[src/rtl/bin2bcd_disp_if.sv]
// rtl/bin2bcd_disp_if.sv - start/done conversion handshake and display-word bus for bin2bcd_disp
interface bin2bcd_disp_if #(
  parameter int BIN_W = 14
);
  logic             start;
  logic [BIN_W-1:0] binIn;
  logic [3:0]       pointIn;
  logic             busy;
  logic             done;
  logic             ovf;
  logic [15:0]      dispVal;
  logic [3:0]       point;

  modport master (
    output start, binIn, pointIn,
    input  busy, done, ovf, dispVal, point
  );

  modport slave (
    input  start, binIn, pointIn,
    output busy, done, ovf, dispVal, point
  );
endinterface

[src/rtl/bin2bcd_disp.sv]
// rtl/bin2bcd_disp.sv - sequential double-dabble binary-to-BCD converter feeding the 7-segment display
// Optional macro OVERFLOW_SAT_EN: saturate dispVal to 16'h9999 when the input exceeds 9999.
module bin2bcd_disp #(
  parameter int BIN_W = 14
) (
  input  logic          clk5,
  input  logic          reset,
  bin2bcd_disp_if.slave bus
);
  localparam int SR_W  = 20 + BIN_W;
  localparam int CNT_W = $clog2(BIN_W + 1);
  localparam logic [CNT_W-1:0] CNT_LAST = CNT_W'(BIN_W - 1);

  localparam logic [1:0] S_IDLE  = 2'd0;
  localparam logic [1:0] S_SHIFT = 2'd1;
  localparam logic [1:0] S_DONE  = 2'd2;

  logic [1:0]       state_q, state_d;
  logic [SR_W-1:0]  sr_q, sr_d, sr_adj;
  logic [CNT_W-1:0] cnt_q, cnt_d;
  logic [3:0]       pt_lat_q, pt_lat_d;
  logic             ovf_pend_q, ovf_pend_d;
  logic [15:0]      disp_q, disp_d;
  logic [3:0]       point_q, point_d;
  logic             ovf_q, ovf_d;
  logic             done_q, done_d;
  logic             bin_over;
  logic [15:0]      disp_res;

  assign bin_over = 32'(bus.binIn) > 32'd9999;

  // Add-3 correction on every BCD nibble before the shift.
  always_comb begin
    sr_adj = sr_q;
    for (int i = 0; i < 5; i++) begin
      if (sr_q[BIN_W + 4*i +: 4] >= 4'd5)
        sr_adj[BIN_W + 4*i +: 4] = sr_q[BIN_W + 4*i +: 4] + 4'd3;
    end
  end

`ifdef OVERFLOW_SAT_EN
  assign disp_res = ovf_pend_q ? 16'h9999 : sr_q[BIN_W +: 16];
`else
  assign disp_res = sr_q[BIN_W +: 16];
`endif

  always_comb begin
    state_d    = state_q;
    sr_d       = sr_q;
    cnt_d      = cnt_q;
    pt_lat_d   = pt_lat_q;
    ovf_pend_d = ovf_pend_q;
    disp_d     = disp_q;
    point_d    = point_q;
    ovf_d      = ovf_q;
    done_d     = 1'b0;
    case (state_q)
      S_IDLE: begin
        if (bus.start) begin
          sr_d       = SR_W'(bus.binIn);
          pt_lat_d   = bus.pointIn;
          ovf_pend_d = bin_over;
          cnt_d      = '0;
          state_d    = S_SHIFT;
        end
      end
      S_SHIFT: begin
        sr_d  = sr_adj << 1;
        cnt_d = cnt_q + CNT_W'(1);
        if (cnt_q == CNT_LAST)
          state_d = S_DONE;
      end
      S_DONE: begin
        disp_d  = disp_res;
        point_d = pt_lat_q;
        ovf_d   = ovf_pend_q;
        done_d  = 1'b1;
        state_d = S_IDLE;
      end
      default: state_d = S_IDLE;
    endcase
  end

  always_ff @(posedge clk5 or negedge reset) begin
    if (!reset) begin
      state_q    <= S_IDLE;
      sr_q       <= '0;
      cnt_q      <= '0;
      pt_lat_q   <= 4'b0000;
      ovf_pend_q <= 1'b0;
      disp_q     <= 16'h0000;
      point_q    <= 4'b0000;
      ovf_q      <= 1'b0;
      done_q     <= 1'b0;
    end else begin
      state_q    <= state_d;
      sr_q       <= sr_d;
      cnt_q      <= cnt_d;
      pt_lat_q   <= pt_lat_d;
      ovf_pend_q <= ovf_pend_d;
      disp_q     <= disp_d;
      point_q    <= point_d;
      ovf_q      <= ovf_d;
      done_q     <= done_d;
    end
  end

  assign bus.busy    = (state_q != S_IDLE);
  assign bus.done    = done_q;
  assign bus.ovf     = ovf_q;
  assign bus.dispVal = disp_q;
  assign bus.point   = point_q;
endmodule
[src/flat_wrapper.sv]
// flat-port wrapper written by rule: the top's interface ports become plain ports
module bin2bcd_disp_flat 
#(
  parameter int BIN_W = 14
)
  (clk5, reset, bus_start, bus_binIn, bus_pointIn, bus_busy, bus_done, bus_ovf, bus_dispVal, bus_point);
  bin2bcd_disp_if #(.BIN_W(BIN_W)) bus_i ();
  input  logic clk5;
  input  logic reset;
  input wire logic [$bits(bus_i.start)-1:0] bus_start;
  input wire logic [$bits(bus_i.binIn)-1:0] bus_binIn;
  input wire logic [$bits(bus_i.pointIn)-1:0] bus_pointIn;
  output wire logic [$bits(bus_i.busy)-1:0] bus_busy;
  output wire logic [$bits(bus_i.done)-1:0] bus_done;
  output wire logic [$bits(bus_i.ovf)-1:0] bus_ovf;
  output wire logic [$bits(bus_i.dispVal)-1:0] bus_dispVal;
  output wire logic [$bits(bus_i.point)-1:0] bus_point;
  assign bus_i.start = bus_start;
  assign bus_i.binIn = bus_binIn;
  assign bus_i.pointIn = bus_pointIn;
  assign bus_busy = bus_i.busy;
  assign bus_done = bus_i.done;
  assign bus_ovf = bus_i.ovf;
  assign bus_dispVal = bus_i.dispVal;
  assign bus_point = bus_i.point;
  bin2bcd_disp #(.BIN_W(BIN_W)) u_core (.clk5(clk5), .reset(reset), .bus(bus_i));
endmodule
[config.mk]
export PLATFORM = sky130hd
export DESIGN_NAME = bin2bcd_disp_flat
export DESIGN_NICKNAME = d
export VERILOG_FILES = /design/src/rtl/bin2bcd_disp_if.sv /design/src/rtl/bin2bcd_disp.sv /design/src/flat_wrapper.sv
export SDC_FILE = /design/constraint.sdc
export NUM_CORES = 1
export LEC_CHECK = 0
export ABC_AREA = 1
export BUFFER_PORTS_ARGS = -buffer_cell sky130_fd_sc_hd__buf_4
export CAP_MARGIN = 20
export CORE_MARGIN = 8
export CORE_UTILIZATION = 50
export CTS_CLUSTER_DIAMETER = 60
export DETAILED_ROUTE_END_ITERATION = 16
export PLACE_DENSITY_LB_ADDON = 0.3
export SYNTH_ARGS = -nofsm -noshare
export SYNTH_HDL_FRONTEND = slang
export SYNTH_SLANG_ARGS = --single-unit
[constraint.sdc]
create_clock -name clk5 -period 1.1 [get_ports clk5]
set_input_delay 0 -clock clk5 [delete_from_list [all_inputs] [get_ports clk5]]
set_output_delay 0 -clock clk5 [all_outputs]
set_load 0.1 [all_outputs]
Word-level counts from Yosys, hierarchy flattened
Cells that the tools add are included.

Input port bits: 21. Bits in registers: 67. Output and inout bits: 23.

Mux-type cells: 13. Reduce and logical (&&, ||, !) cells: 6. $lt $le $gt $ge: 6. Equal/unequal tests: 5. Add/subtract/negate cells: 6.

Operators with widths (count): $pmux W34 S2 (1); $mux W34 (1); $ge A4 B3 Y1 const B (5); $mux W4 (5); $add A4 B2 Y4 const B (4); $gt A14 B14 Y1 const B (1); $pmux W4 S2 (1); $reduce_and A2 Y1 (3); $add A4 B1 Y4 const B (1); $eq A4 B4 Y1 const B (1); $mux W2 (2); $pmux W2 S2 (1); $reduce_bool A2 Y1 (2); $add A3 B2 Y3 const B (1); $mux W3 (1); $eq A2 B1 Y1 const B (1); $eq A2 B2 Y1 const B (1); $logic_not A2 Y1 (1); $ne A2 B1 Y1 const B (1); $ne A2 B2 Y1 const B (1); $mux W1 (1).

Logic depth before layout (Yosys ltp)
Depth in word-level cells: 3. Gate-level depth with buffers: 9. Gate-level depth less buffers: 9.

Worst setup path before layout
OpenSTA, ideal clock, no wires.

Path kind: reg2reg. Start: register, netlist name u_core.bus.dispVal[0]. End: register u_core.disp_q[0], in the netlist u_core.bus.dispVal[0]. Path slack: -60 ps. Arrival time: 1078 ps. Path buffers: 0. Data required time: 1017 ps. Setup time: 83 ps. Stages on the path, launching flop included: 3. Path through: dfrtp_1 nand2_1 o21ai_0.

RTL lines: to (signal assigned) (line bin2bcd_disp.sv:101) `disp_q <= disp_d;`; to (decl) (line bin2bcd_disp.sv:23) `logic [15:0] disp_q, disp_d;`.

Worst setup path in the final report
Start: register u_core.sr_q[23]. End: register u_core.sr_q[24].

Longest elaborated chain between the ends: 3. Elaborated cells between the ends (all ways): 4. Classes of those cells: add/sub (1); order compare (1); mux (2).

Ends and longest elaborated chain: from (decl) (line bin2bcd_disp.sv:19) `logic [SR_W-1:0] sr_q, sr_d, sr_adj;`; from (signal assigned) (line bin2bcd_disp.sv:97) `sr_q <= sr_d;`; $add A4 B2 Y4 / $ge A4 B3 Y1 (equally long branches) (line bin2bcd_disp.sv:37, bin2bcd_disp.sv:36); $mux W4 * (line bin2bcd_disp.sv:36) `if (sr_q[BIN_W + 4*i +: 4] >= 4'd5)`; $pmux W34 S2 * (line bin2bcd_disp.sv:57) `case (state_q)`.

Every way passes the cells marked *; elsewhere a longest branch is shown, timed or not. A chain may end at the register's enable or synchronous reset.

==> impl_metrics.toml <==
[cts]
cts_inserted_buffers = 9
clk_path_buf_depth = 2
clk_pin_slew_worst_paths_ns = 0.07
cts_tree = "yes"
clock_latency_ns = 0.34
h-tree-depth = 3
root_buffer = "clkbuf_8"
clock-sinks = 63

[timing]
max_freq_mhz = 765
slew_violations = 0
rsz0062_at_grt = "yes"
finalHoldViolations = 0
fin_ws_ns = -0.207
hold_ws_ns = 0.0611
max_slew_margin_pct = 78.9
setup_viol = 62
tightest_slew_ns = 0.317
skew_ns = 0.00832
period_needed_ns = 1.31
period_share_pct = 119

[finish]
layout_common_cells = "113 x nand2_1, 69 x buf_4, 37 x dfrtp_1, 31 x nand3_1, 28 x nand2_2"
multi_input_area_sq_um = 1470
regArea_sq_um = 1610
final_area_sq_um = 4540
layout_commonest_cell = "nand2_1"
drive_gt1_share_pct = 46.0
final_nets = 490
fin_util_pct = 82.0
syn_to_final_growth_pct = 56.8
nFillCells = 299
antenna_cells = 0

[synth]
synth_area_per_cell_sq_um = 8.32
yosysWarnings = 0
syn-num-nets = 379
synth_area_sq_um = 2900
ys_seq_elements = 63
ys_seq_area_share_pct = 54.4
synthCells = 348
synth_cell_types = 20

[routing]
top_layer_used = "met4"
routed_wl_um = 9330
via_per_inst = 5.50
route.detailed.drc = 0
dr_wl_met2_um = 4950
detail-route-antenna-nets = 0
drt_iter0_markers = 175
wl_met1_um = 3500
wl_met3_um = 583
vias = 2943
drtPass1Iterations = 4
routedWlPerCell_um = 17.4

[placed_design]
hpwl_um = 4350
dpl_cell_area_sq_um = 3470
port-buffer-count = 43
preCtsSetupSlack_ns = -0.153
place_congestion = 0.792

[floorplan]
die_h_um = 92.1
coreArea_sq_um = 5540
die_x_um = 92.1
rows = 27
initial_utilization_pct = 52.3
io_pins = 44
dieArea_sq_um = 8480

[hold_path]
hold_class = "in -> async"

[grt]
grtUsageTotal_pct = 18.2
grt_pass1_vias = 2776
antenna_found_initial = 0
grt_pass1_wl_um = 12500
grt_max_degree = 38
grt.overflow.total = 0

[outcome]
violations = "setup timing"
status = "finished with violations"

[worst_setup_path]
endpoint_kind = "flop"
crit_fanout = 4
required_ns = 1.33
critPathKind = "reg -> reg"
critPathLaunchType = "flop"
cp.arrival_ns = 1.54

[run]
cap_violations = 0
[cells by family (layout without fill, tap and decap cells)]
family | after synthesis | in the layout | share of synthesized area (%)
AOI/OAI and AO/OA | 35 | 35 | 6.09
adders and majority gates | 10 | 10 | 4.32
buffers and inverters | 40 | 155 | 6.05
DFF | 63 | 63 | 54.4
and+or+nand+nor | 200 | 200 | 29.1
[routing by layer]
layer | global-route usage [%] | vias to the layer above
li1 | - | 1341
met1 | 19.5 | 1434
met2 | 32.2 | 138
met3 | 4.48 | 30
met4 | 9.80 | 0
met5 | 0 | -
[layout make-up]
cell class | count | share of cell area, %
sequential | 63 | 35.4
multi-input combinational | 245 | 32.4
timing repair buffer | 107 | 22.2
clock buffer | 14 | 3.80
inverter | 31 | 3.39
tap | 72 | 1.98
timing repair inverter | 2 | 0.689
clock inverter | 1 | 0.110
[critical path, stage by stage, from the launching register on]
cell and delay, ns:
dfrtp_1 0.39, inv_2 0.13, ha_4 0.15, inv_2 0.04, nand2_2 0.06, nand2_2 0.09, nand2_2 0.12, nand2_1 0.06
nand3_1 0.09, nand2_1 0.07
[worst paths after layout]
| check | startpoint | to | slack, ns | cells after the start |
|---|---|---|---|---|
| min in group clk5 | bus_start | u_core.state_q[0] | 0.15 | 4 |
| min | reset | u_core.sr_q[4] | 0.06 | 2 |
| min reg2reg | u_core.sr_q[2] | u_core.sr_q[2] | 0.48 | 2 |
| max reg2reg | u_core.sr_q[23] | u_core.sr_q[24] | -0.21 | 9 |
| max | u_core.sr_q[23] | u_core.sr_q[24] | -0.21 | 9 |
| max in group asynchronous | reset | u_core.bus.dispVal[6] | 0.56 | 3 |
[synthesized netlist by cell type]
| library cell | number | area (sq um) |
|---|---|---|
| a21oi_1 | 5 | 25.0 |
| nand2_4 | 1 | 11.3 |
| inv_4 | 1 | 6.26 |
| o21ai_1 | 2 | 10.0 |
| inv_1 | 25 | 93.8 |
| ha_1 | 10 | 125 |
| clkbuf_1 | 1 | 3.75 |
| buf_2 | 6 | 30.0 |
| inv_2 | 5 | 18.8 |
| nand2_2 | 1 | 6.26 |
| o22ai_1 | 1 | 6.26 |
| o21ai_0 | 27 | 135 |
| nor2_4 | 1 | 11.3 |
| nor2_1 | 8 | 30.0 |
| nand4_1 | 7 | 43.8 |
| buf_6 | 2 | 22.5 |
| nand2_1 | 146 | 548 |
| dfrtp_1 | 63 | 1580 |
| nand3_1 | 35 | 175 |
| nand3_4 | 1 | 17.5 |
[per-stage QoR]
step           setup TNS (ns)  std cells
6_report                -5.53        535
5_1_grt                 -8.22        535
4_1_cts                -0.647        519
3_5_place_dp            -4.37        477
3_3_place_gp            -2.21        477
2_1_floorplan          -0.579        348
[sequential cells by signal, indices dropped and copies added, names as in the netlist]
name                cells
u_core.state_q          2
u_core.bus.ovf          1
u_core.ovf_pend_q       1
u_core.bus.done         1
u_core.cnt_q            4
u_core.pt_lat_q         4
u_core.bus.dispVal     16
u_core.bus.point        4
u_core.sr_q            30
[repair_timing]
action | in CTS | in global routing
hold buffers | 19 | 0
pin swaps | 17 | 22
endpoints found under the hold margin | 81 | 0
setup buffers | 8 | 13
gates resized for setup | 68 | 88
gates cloned | 1 | 3
setup endpoints to repair | 60 | 62
Power is not shown: default switching activity piles up to over one toggle a cycle in this logic, so the estimate is an artifact.
